==> config.mk <==
export PLATFORM = sky130hd
export DESIGN_NAME = instr_loader
export DESIGN_NICKNAME = d
export VERILOG_FILES = /design/src/rtl/cpu_pkg.sv /design/src/rtl/instr_loader_byte_packer.sv /design/src/rtl/instr_loader.sv
export SDC_FILE = /design/constraint.sdc
export NUM_CORES = 1
export LEC_CHECK = 0
export CORE_MARGIN = 2
export CORE_UTILIZATION = 60
export CTS_CLUSTER_DIAMETER = 30
export CTS_CLUSTER_SIZE = 14
export DETAILED_ROUTE_END_ITERATION = 8
export HOLD_SLACK_MARGIN = 0.06
export PLACE_DENSITY = 0.83
export SLEW_MARGIN = 20
export SYNTH_ARGS = -nofsm -noshare
export SYNTH_HDL_FRONTEND = slang
export SYNTH_SLANG_ARGS = --single-unit
==> constraint.sdc <==
create_clock -name clk -period 6.2 [get_ports clk]
set_clock_uncertainty 0.1 [all_clocks]
set_input_delay 1.24 -clock clk [delete_from_list [all_inputs] [get_ports clk]]
set_output_delay 1.24 -clock clk [all_outputs]
set_load 0.03 [all_outputs]
==> src/rtl/cpu_pkg.sv <==
// Shared types and constants for the CPU slice.
// Holds the loader state encoding and word sizing.
package cpu_pkg;
    typedef enum logic [1:0] {LD_HDR, LD_LOAD, LD_DONE} loader_state_t;
    localparam logic [31:0] NOP_INSTR = 32'h0000_0013;
    localparam int WORD_BYTES = 4;
endpackage

==> src/rtl/instr_loader_byte_packer.sv <==
// Little-endian 8->32 byte packer with a 2-bit lane index.
// word/word_valid are presented in the same cycle the 4th byte is strobed.
module byte_packer (
    input  logic        clk,
    input  logic        rstn,
    input  logic        clear,
    input  logic        strobe,
    input  logic [7:0]  data,
    output logic [31:0] word,
    output logic        word_valid
);
    logic [1:0]  idx;
    logic [23:0] low;

    always_ff @(posedge clk) begin
        if (!rstn || clear) begin
            idx <= 2'd0;
            low <= 24'd0;
        end else if (strobe) begin
            idx <= idx + 2'd1;
            unique case (idx)
                2'd0:    low[7:0]   <= data;
                2'd1:    low[15:8]  <= data;
                2'd2:    low[23:16] <= data;
                default: ;
            endcase
        end
    end

    // Top lane comes straight from the bus so the caller can register it.
    assign word       = {data, low};
    assign word_valid = strobe && (idx == 2'd3);
endmodule

==> src/rtl/instr_loader.sv <==
// Streams a length-prefixed image into instruction RAM.
// Holds the core in reset until the whole image has been consumed.
module instr_loader
    import cpu_pkg::*;
#(
    parameter int          DEPTH     = 1024,
    parameter logic [31:0] BASE_ADDR = 32'h0000_0000
) (
    input  logic        clk,
    input  logic        rstn,
    input  logic        reload,
    input  logic [7:0]  rx_data,
    input  logic        rx_valid,
    output logic        rx_ready,
    output logic        imem_we,
    output logic [31:0] imem_addr,
    output logic [31:0] imem_wdata,
    output logic        cpu_rstn,
    output logic        load_done,
    output logic        overflow,
    output logic [31:0] word_cnt
);
    localparam logic [31:0] DEPTH_W = 32'(DEPTH);
    localparam logic [31:0] STEP    = 32'(WORD_BYTES);

    loader_state_t state;
    logic [31:0]   total;
    logic [31:0]   limit;
    logic [31:0]   seen;
    logic          accept;
    logic          clear;
    logic          word_valid;
    logic [31:0]   word;

    assign rx_ready = rstn && (state != LD_DONE);
    assign accept   = rx_valid && rx_ready;
    assign clear    = (state == LD_DONE) && reload;

    byte_packer u_packer (
        .clk        (clk),
        .rstn       (rstn),
        .clear      (clear),
        .strobe     (accept),
        .data       (rx_data),
        .word       (word),
        .word_valid (word_valid)
    );

    always_ff @(posedge clk) begin
        if (!rstn) begin
            state      <= LD_HDR;
            imem_we    <= 1'b0;
            imem_addr  <= BASE_ADDR;
            imem_wdata <= 32'd0;
            cpu_rstn   <= 1'b0;
            load_done  <= 1'b0;
            overflow   <= 1'b0;
            word_cnt   <= 32'd0;
            total      <= 32'd0;
            limit      <= 32'd0;
            seen       <= 32'd0;
        end else begin
            imem_we <= 1'b0;
            unique case (state)
                LD_HDR: begin
                    if (word_valid) begin
                        total    <= word;
                        limit    <= (word > DEPTH_W) ? DEPTH_W : word;
                        overflow <= overflow | (word > DEPTH_W);
                        seen     <= 32'd0;
                        if (word == 32'd0) begin
                            state     <= LD_DONE;
                            load_done <= 1'b1;
                        end else begin
                            state <= LD_LOAD;
                        end
                    end
                end
                LD_LOAD: begin
                    if (word_valid) begin
                        seen <= seen + 32'd1;
                        // Words past the RAM depth are drained, not written.
                        if (word_cnt < limit) begin
                            imem_we    <= 1'b1;
                            imem_wdata <= word;
                            imem_addr  <= BASE_ADDR + word_cnt * STEP;
                            word_cnt   <= word_cnt + 32'd1;
                        end
                        if (seen + 32'd1 == total) begin
                            state     <= LD_DONE;
                            load_done <= 1'b1;
                        end
                    end
                end
                LD_DONE: begin
                    if (reload) begin
                        state     <= LD_HDR;
                        cpu_rstn  <= 1'b0;
                        load_done <= 1'b0;
                        overflow  <= 1'b0;
                        word_cnt  <= 32'd0;
                        imem_addr <= BASE_ADDR;
                    end else begin
                        cpu_rstn <= 1'b1;
                    end
                end
                default: state <= LD_HDR;
            endcase
        end
    end
endmodule

==> impl_results.md, run 1 <==
* Total grt overflow at 0
* First-pass GRT wire length at around 50 mm
* Pwr dens at 272 nW/um2
* Post-route minimum period at approximately 4.5 ns
* Final worst-path cycle share at 0.724
* Setup CP Type: in -> reg
* Internal power at between 2 and 3 mW
* Clk network pwr share at 0.590
* CP Data Arrival Time at between 4 and 5 ns
* Sequential area share after synthesis at 0.395
* Worst Path Max Fanout at 48
* Max-slew violations at 0
* DRC viols at 0
* Slowest CP cell: clkdlybuf4s50_1
* Sw Share at 0.239
* NetSw at about 0.9 mW
* Worst slew margin at 0.249
* Total CTS buffers at 40
* Synth Register Bits at 222
* Worst Path Buf+Inv at 3
* Vias after detailed routing at 10,464
* Routed wire length per instance at approximately 18 um
* Worst min path class: reg -> reg
* Largest net degree at the start of global routing at 112
* Row cnt at 50
* First drt pass iteration count at 6
* N_diodes at 0
* Most frequent cells in the layout: nand2_1, dfxtp_1, clkdlybuf4s50_1, a21boi_0, o21ai_0
* Initial antenna violation count at 0
* Max-cap viol count at 0
* P_leak at between 5 and 6 nW
* Max clock buf depth at 3
* Hold Fails Final Rpt at 0
* Setup crit start kind: primary input
* Yosys cell types at 72
* Post-synth EDFFs at 0
* Clock-pin slew on the worst setup and hold paths at 0.05 ns
* FMAX at 223 MHz
* Yosys warnings at 0
* Layout cells sized above 1 at 0.0721
* Initial Util at 0.606
* Most common cell after layout, fill and taps aside: nand2_1
* Slowest cell delay on critical path at 0.58 ns
* CP top delay family: buffers and inverters
* Syn Inst Count at around 1,400
* Final Hold Slack at between 0.3 and 0.4 ns
* Slew @ Worst Pin at roughly 1.1 ns
* GP Congestion at around 0.9
* DIE AREA at 19,900 um2
* CTS Hold Bufs at 0
* Post-DP HPWL at 20.1 mm
* Area Growth Syn to Fin at 21.7%
* Syn Area/Cell at a little over 8 um2
* Nets at 1,488
* Die Y at 141 um
* Die width at 141 um
* Global-route usage over all layers at 0.307
* I/O pins at 113
* Combinational cell fraction of total power at 0.022
* Final-report setup violation count at 0
* Worst path required time at about 6.5 ns
* Core area at ~19,000 um2
* Main synth FF type: dfxtp_1
* Fin Setup TNS at 0 ns
* Initial DRC count at 852
* FFs w/ async S/R, synth at 0
* Status: finished clean
* Post-Syn Area at between 10,000 and 15,000 um2
* Worst VDD drop at 213 uV
* Final WL at 31.3 mm
* DRT antenna net count at 0
* Vias in the first global route at approximately 10,000
* CP Cell Sequence: clkdlybuf4s50_1 -> and4b_1 -> nand3b_1 -> a221oi_1 -> o221ai_1 -> a31o_1 -> a21o_2 -> inv_2 -> buf_4 -> nand2_1 -> a21boi_0
* CTS resizes at 0
* Placed cells at approximately 1,600
* Buffers added on ports at 110
* RSZ-0062 raised after global routing: false
* Fin cells at roughly 1,700
* Post CTS Setup Buffer Count at 0
* Root buffer cell: clkbuf_16
* H-tree depth at 2
* TritonCTS Sinks at 222
* CTS tree: done
* Clock Latency Late Sink at between 0.5 and 0.6 ns
* Crit end category: flip-flop
* Reg power frac at 0.387
* Via/cell ratio at a little over 6
## flip-flops by register name, indices dropped and copies added, names as in the netlist, 2 cells and up
name,cells
imem_wdata,32
limit,32
imem_addr,30
u_packer.idx,2
state,2
word_cnt,32
u_packer.low,24
seen,32
total,32
## area by class of cell
| class | instances | area (um2) |
|---|---|---|
| clock inverter | 32 | 344 |
| sequential | 222 | 4440 |
| inverter | 45 | 169 |
| clock buffer | 42 | 1030 |
| tap | 234 | 293 |
| timing repair buffer | 122 | 1190 |
| multi-input combinational | 1008 | 6230 |
| fill | 1332 | 4890 |
## kinds of logic after synthesis
logic type                 share of synthesized area
AOI/OAI and AO/OA                              0.181
xor gates and xnor gates                      0.0319
adders and majority gates                     0.0411
buffers and inverters                         0.0528
DFF                                            0.395
muxes                                         0.0449
other                                       0.000333
and+or+nand+nor                                0.253
## path summary, 6_finish.rpt
check | startpoint | to | slack, ns | cells past startpoint
max reg2reg | word_cnt[17] | imem_wdata[29] | 2.37 | 11
min reg2reg | limit[30] | limit[30] | 0.35 | 2
min | limit[30] | limit[30] | 0.35 | 2
max | rx_valid | imem_wdata[29] | 1.71 | 11
## power groups by stage
stage                     combinational, mW  sequential [mW]  clock, mW
after floorplan                      0.0550             1.47          0
after global placement               0.0785             1.47          0
after detailed placement             0.0798             1.47          0
after CTS                            0.0811             1.44       2.22
after global routing                 0.0874             1.44       2.29
final                                0.0827             1.44       2.20
## through the flow
step           utilization  worst slack [ns]  total power, mW  instance area [um2]
6_report             0.737              1.71             3.73                13700
5_1_grt              0.737              1.42             3.82                13700
4_1_cts              0.737              1.80             3.74                13700
3_5_place_dp         0.663              1.32             1.55                12300
3_3_place_gp         0.663              1.46             1.55                12300
2_1_floorplan            -              2.71             1.52                11300
## cell usage after synthesis (21+ instances only)
| master | count | area (um2) |
|---|---|---|
| a21oi_1 | 52 | 260 |
| nor2b_1 | 29 | 181 |
| o21ai_0 | 63 | 315 |
| nor3_1 | 26 | 130 |
| and3_1 | 21 | 131 |
| nand2_1 | 267 | 1000 |
| ha_1 | 37 | 463 |
| mux2i_1 | 46 | 460 |
| dfxtp_1 | 222 | 4440 |
| nand4_1 | 49 | 307 |
| nand3_1 | 51 | 255 |
| a21boi_0 | 88 | 661 |
| xnor2_1 | 26 | 228 |
| nor2_1 | 51 | 191 |
| clkbuf_1 | 87 | 327 |
| inv_1 | 44 | 165 |
## routing by layer
metal	part of all wire	track usage	wire length, um	up-vias
met5	0	0	0	-
met4	0.028	0.110	877	0
met3	0.074	0.0537	2320	88
met2	0.47	0.521	14800	433
met1	0.42	0.396	13200	4954
li1	-	-	-	4989
## worst min-delay path, cell delays in order (launching register included)
cell,delay (ns)
dfxtp_1,0.30
nand2_1,0.05
a21oi_1,0.05
(Power assumes the default switching activity.)
==> run 2, diff against run 1 <==
Settings changed: CORE_UTILIZATION 60 to 58, PLACE_DENSITY 0.83 to 0.81.
Clock period 6.2 ns to 4.3 ns, I/O delays scaled along.
==> impl_results.md, run 2 (same netlist as run 1, synthesis figures left out) <==
* Post-DP HPWL at 20.5 mm
* Worst Path Buf+Inv at 2
* DIE AREA at between 20,000 and 25,000 um2
* First drt pass iteration count at 5
* GP Congestion at 0.914
* Setup CP Type: reg -> reg
* P_leak at slightly above 5 nW
* CP top delay family: compound AO/OA/AOI/OAI gates
* Area Growth Syn to Fin at 23.7%
* Layout cells sized above 1 at 0.0800
* Placed cells at between 1,500 and 2,000
* Worst slew margin at 0.518
* Most used cell, CP: a21o_1
* CP Cell Sequence: ha_1 -> a21o_1 -> a21o_1 -> a2111oi_0 -> o21bai_1 -> a31o_1 -> a21o_2 -> inv_2 -> buf_4 -> nand4_1 -> o21ai_0
* Slowest cell delay on critical path at 0.52 ns
* Worst hold path depth at 2
* Total power draw at roughly 5.5 mW
* Final WS setup at 0.908 ns
* NetSw at around 1.3 mW
* TritonCTS Sinks at 222
* Largest net degree at the start of global routing at 86
* Final worst-path cycle share at 0.789
* CTS tree: done
* Design area at 13,900 um2
* Clock-pin slew on the worst setup and hold paths at 0.05 ns
* Nets at approximately 1,500
* DRT antenna net count at 0
* Setup crit start kind: flip-flop
* Post-place setup slack at around 0.44 ns
* Initial antenna violation count at 0
* Seq. cell area at 4440 um2
* Status: finished clean
* Crit end category: flip-flop
* FF-to-FF setup slack at ~0.91 ns
* CTS resizes at 0
* Most common cell after layout, fill and taps aside: nand2_1
* Max-slew violations at 0
* Sw Share at 0.229
* First-pass GRT wire length at 50.5 mm
* Initial DRC count at 660
* Hold path start: limit[20]
* Total CTS buffers at 42
* Fill cell count at ~1,400
* Worst VDD drop at between 300 and 400 uV
* FMAX at around 290 MHz
* Root buffer cell: clkbuf_16
* RSZ-0062 raised after global routing: false
* Worst path required time at 4.61 ns
* Core area at 18,900 um2
* Fin cells at ~1,700
* Slew @ Worst Pin at approximately 0.72 ns
* Die Y at approximately 140 um
* Via/cell ratio at 5.99
* R2R Path End: imem_addr[24]
* R2r startpoint: word_cnt[17]
* Max-cap viol count at 0
* Worst min path class: reg -> reg
* I/O pins at between 100 and 150
* Die width at about 140 um
* Setup crit start: word_cnt[17]
* Row cnt at 50
* DP Area at 12,500 um2
* DRC viols at 0
* Post-route minimum period at 3.39 ns
* Vias in the first global route at between 10,000 and 15,000
* Clk network pwr share at 0.602
* Clock Latency Late Sink at 0.53 ns
* Finished Core Util at 0.737
* Hold Fails Final Rpt at 0
* Final Hold Slack at 0.354 ns
* Slowest CP cell: a2111oi_0
* Reg power frac at 0.376
* Global-route usage over all layers at 0.303
* Fin Setup TNS at 0 ns
* CP Data Arrival Time at about 3.7 ns
* N_diodes at 0
* Routed wire length per instance at 17.9 um
* Final-report setup violation count at 0
* Pwr dens at 398 nW/um2
* Total grt overflow at 0
* R2R depth at 11
* Internal power at between 4 and 5 mW
* Multi-input logic area at between 6000 and 7000 um2
* Final WL at 31.2 mm
* H-tree depth at 2
* Hold EP: limit[20]
* CTS Hold Bufs at 0
* Buffers added on ports at 110
* Combinational cell fraction of total power at 0.022
* Max clock buf depth at 3
* Most frequent cells in the layout: nand2_1, dfxtp_1, clkdlybuf4s50_1, a21boi_0, o21ai_0
* Initial Util at 0.596
* Vias after detailed routing at ~10,000
* Worst Path Max Fanout at 27
* Post CTS Setup Buffer Count at 0
-- run 2: changes by cell type in the layout (fill, tap and decap cells not counted), sizes merged --
cell,change
inv,-1
clkinvlp,+1
buf,+12
clkinv,-5
clkbuf,+9
-- run 2: worst max path at each step --
| stage | end | depth (start not counted) | slack, ns |
|---|---|---|---|
| 2_1_floorplan | word_cnt[16] | 12 | 1.19 |
| 5_1_grt | load_done | 9 | 0.66 |
| 3_3_place_gp | state[1] | 10 | 0.46 |
| 4_1_cts | state[1] | 8 | 0.95 |
| 6_report | imem_addr[24] | 11 | 0.91 |
| 3_5_place_dp | load_done | 10 | 0.44 |
-- run 2: power by group through the flow --
stage          registers, mW  clock network [mW]  logic (mW)
2_1_floorplan           2.12                   0      0.0794
3_3_place_gp            2.12                   0       0.117
3_5_place_dp            2.12                   0       0.119
4_1_cts                 2.08                3.36       0.120
5_1_grt                 2.08                3.46       0.131
6_report                2.08                3.33       0.122
-- run 2: layout make-up --
class,instances,share of cell area
clock buffers,51,0.0839
well taps,260,0.0234
flip-flops and latches,222,0.319
repair buffers,134,0.0936
inverters,45,0.0121
clock inverters,27,0.0207
multi-input cells,1008,0.447
-- run 2: layer usage --
| layer | track usage | vias to the layer above | share of wire |
|---|---|---|---|
| met5 | 0 | - | 0 |
| met2 | 0.500 | 378 | 0.47 |
| met1 | 0.381 | 4989 | 0.42 |
| li1 | - | 5007 | - |
| met3 | 0.0656 | 91 | 0.072 |
| met4 | 0.138 | 0 | 0.036 |
-- run 2: worst min-delay path: stages, from the launching register on --
cell and delay (ns):
dfxtp_1 0.30, nand2_1 0.05, a21oi_1 0.05
==> run 3, diff against run 2 <==
Clock period 4.3 ns to 3.5 ns, I/O delays scaled along.
==> impl_results.md, run 3 (same netlist as run 1, synthesis figures left out) <==
* Status: finished clean
* First-pass GRT wire length at between 50 and 60 mm
* NetSw at around 1.6 mW
* Clock-pin slew on the worst setup and hold paths at 0.05 ns
* DRC viols at 0
* Final worst-path cycle share at 0.935
* Max-cap viol count at 0
* Clk network pwr share at 0.595
* R2R Path End: state[1]
* Hold EP: imem_addr[26]
* Initial DRC count at between 700 and 800
* Setup CP Type: reg -> reg
* CTS Hold Bufs at 0
* P_leak at 5.21 nW
* Max clock buf depth at 3
* CP Cell Sequence: ha_2 -> nand3_2 -> or4_4 -> nor4_4 -> mux2_1 -> mux2i_1 -> a21oi_1 -> nor4_2 -> a31o_1
* GP Congestion at 0.929
* Most common cell after layout, fill and taps aside: nand2_1
* Area Growth Syn to Fin at 25.4%
* Setup crit start: seen[0]
* RSZ-0062 raised after global routing: false
* Setup crit start kind: flip-flop
* DRT antenna net count at 0
* Largest net degree at the start of global routing at 112
* CP Data Arrival Time at ~3.6 ns
* Nets at 1,526
* TritonCTS Sinks at between 200 and 250
* CTS tree: done
* Crit end category: flip-flop
* Final-report setup violation count at 0
* H-tree depth at 2
* Die width at 143 um
* Final WL at 32.0 mm
* Most frequent cells in the layout: nand2_1, dfxtp_1, clkdlybuf4s50_1, a21boi_0, o21ai_0
* I/O pins at 113
* Root buffer cell: clkbuf_16
* FMAX at between 300 and 400 MHz
* Global-route usage over all layers at 0.313
* Vias after detailed routing at ~11,000
* Via/cell ratio at 5.97
* Worst Path Max Fanout at 7
* Hold Fails Final Rpt at 0
* Row cnt at 50
* Sw Share at 0.243
* Max-slew violations at 0
* Worst min path class: reg -> reg
* Post-route minimum period at 3.27 ns
* Final Hold Slack at ~0.36 ns
* Hold path start: imem_addr[26]
* Total power draw at approximately 6.7 mW
* Post-DP HPWL at ~21 mm
* Pwr dens at 475 nW/um2
* Total grt overflow at 0
* Die Y at ~140 um
* Total CTS buffers at 44
* Initial antenna violation count at 0
* DIE AREA at 20,500 um2
* Initial Util at 0.596
* Clock Latency Late Sink at between 0.5 and 0.6 ns
* Worst hold path depth at 2
* Worst slew margin at 0.285
* Slew @ Worst Pin at about 1.1 ns
* Internal power at between 5 and 6 mW
* Routed wire length per instance at 18.1 um
* Vias in the first global route at a little over 10,000
* N_diodes at 0
* Worst path required time at about 3.9 ns
* Core area at 18,900 um2
* Combinational cell fraction of total power at 0.024
* First drt pass iteration count at 5
* R2R depth at 9
* Worst VDD drop at roughly 420 uV
* Layout cells sized above 1 at 0.0972
* Fin Setup TNS at 0 ns
* Buffers added on ports at 110
* R2r startpoint: seen[0]
* Reg power frac at 0.381
* FF-to-FF setup slack at between 0.2 and 0.25 ns
* Slowest cell delay on critical path at approximately 0.66 ns
* Slowest CP cell: or4_4
[run 3: changes by cell type in the layout (fill, tap and decap cells not counted), moves of 2 or more]
cell        previous run  this run
clkbuf_8               2         5
buf_12                 2         5
clkinv_4               4         8
clkinvlp_4             5         7
bufinv_16              3         0
clkbuf_1               4         2
buf_4                 23        43
clkinv_2               3         1
[run 3: layout make-up]
cell class	count	area, um2
Clock inverter	30	265
Timing Repair Buffer	156	1500
Multi-Input combinational cell	1008	6230
Tap cell	260	325
Sequential cell	222	4440
Inverter	45	169
Fill cell	1367	4780
Clock buffer	51	1180
[run 3: layer usage]
layer,wire (um),share of wire,track usage
met1,13800,0.43,0.403
met2,15100,0.47,0.522
met3,2120,0.066,0.0606
met4,1000,0.031,0.118
met5,0,0,0
[run 3: how the worst max path moves through the flow]
stage	endpoint	slack, ns	depth (start not counted)
2_1_floorplan	word_cnt[16]	0.55	12
5_1_grt	state[1]	0.01	9
4_1_cts	state[1]	0.13	9
3_3_place_gp	state[1]	0.14	10
6_report	state[1]	0.23	9
3_5_place_dp	state[1]	0.009	10
[run 3: repair_timing]
item,CTS,global route
setup endpoints to repair,0,3
gates resized for setup,0,1
buffers inserted,0,0
[run 3: stage by stage]
| step | setup slack (ns) | instances | area [um2] | util |
|---|---|---|---|---|
| after floorplan | 0.555 | 1380 | 11300 | - |
| after global placement | 0.143 | 1691 | 12700 | 0.671 |
| after detailed placement | 0.00944 | 1691 | 12700 | 0.671 |
| after CTS | 0.129 | 1772 | 14100 | 0.747 |
| after global routing | 0.0102 | 1772 | 14100 | 0.747 |
| final | 0.229 | 1772 | 14100 | 0.747 |
[run 3: critical path: cells and delay by family, from the launching register on]
family / cells / cell delay (ns)
flops: 1 / 0.45
fa+ha+maj: 1 / 0.30
compound gates: 2 / 0.32
simple gates: 4 / 1.52
mux: 2 / 0.51
[run 3: power by group through the flow]
stage	registers (mW)	logic [mW]	clock network (mW)
finish	2.56	0.160	3.99
global route	2.56	0.170	4.18
CTS	2.56	0.157	4.03
detailed placement	2.61	0.154	0
global placement	2.61	0.152	0
floorplan	2.60	0.0975	0
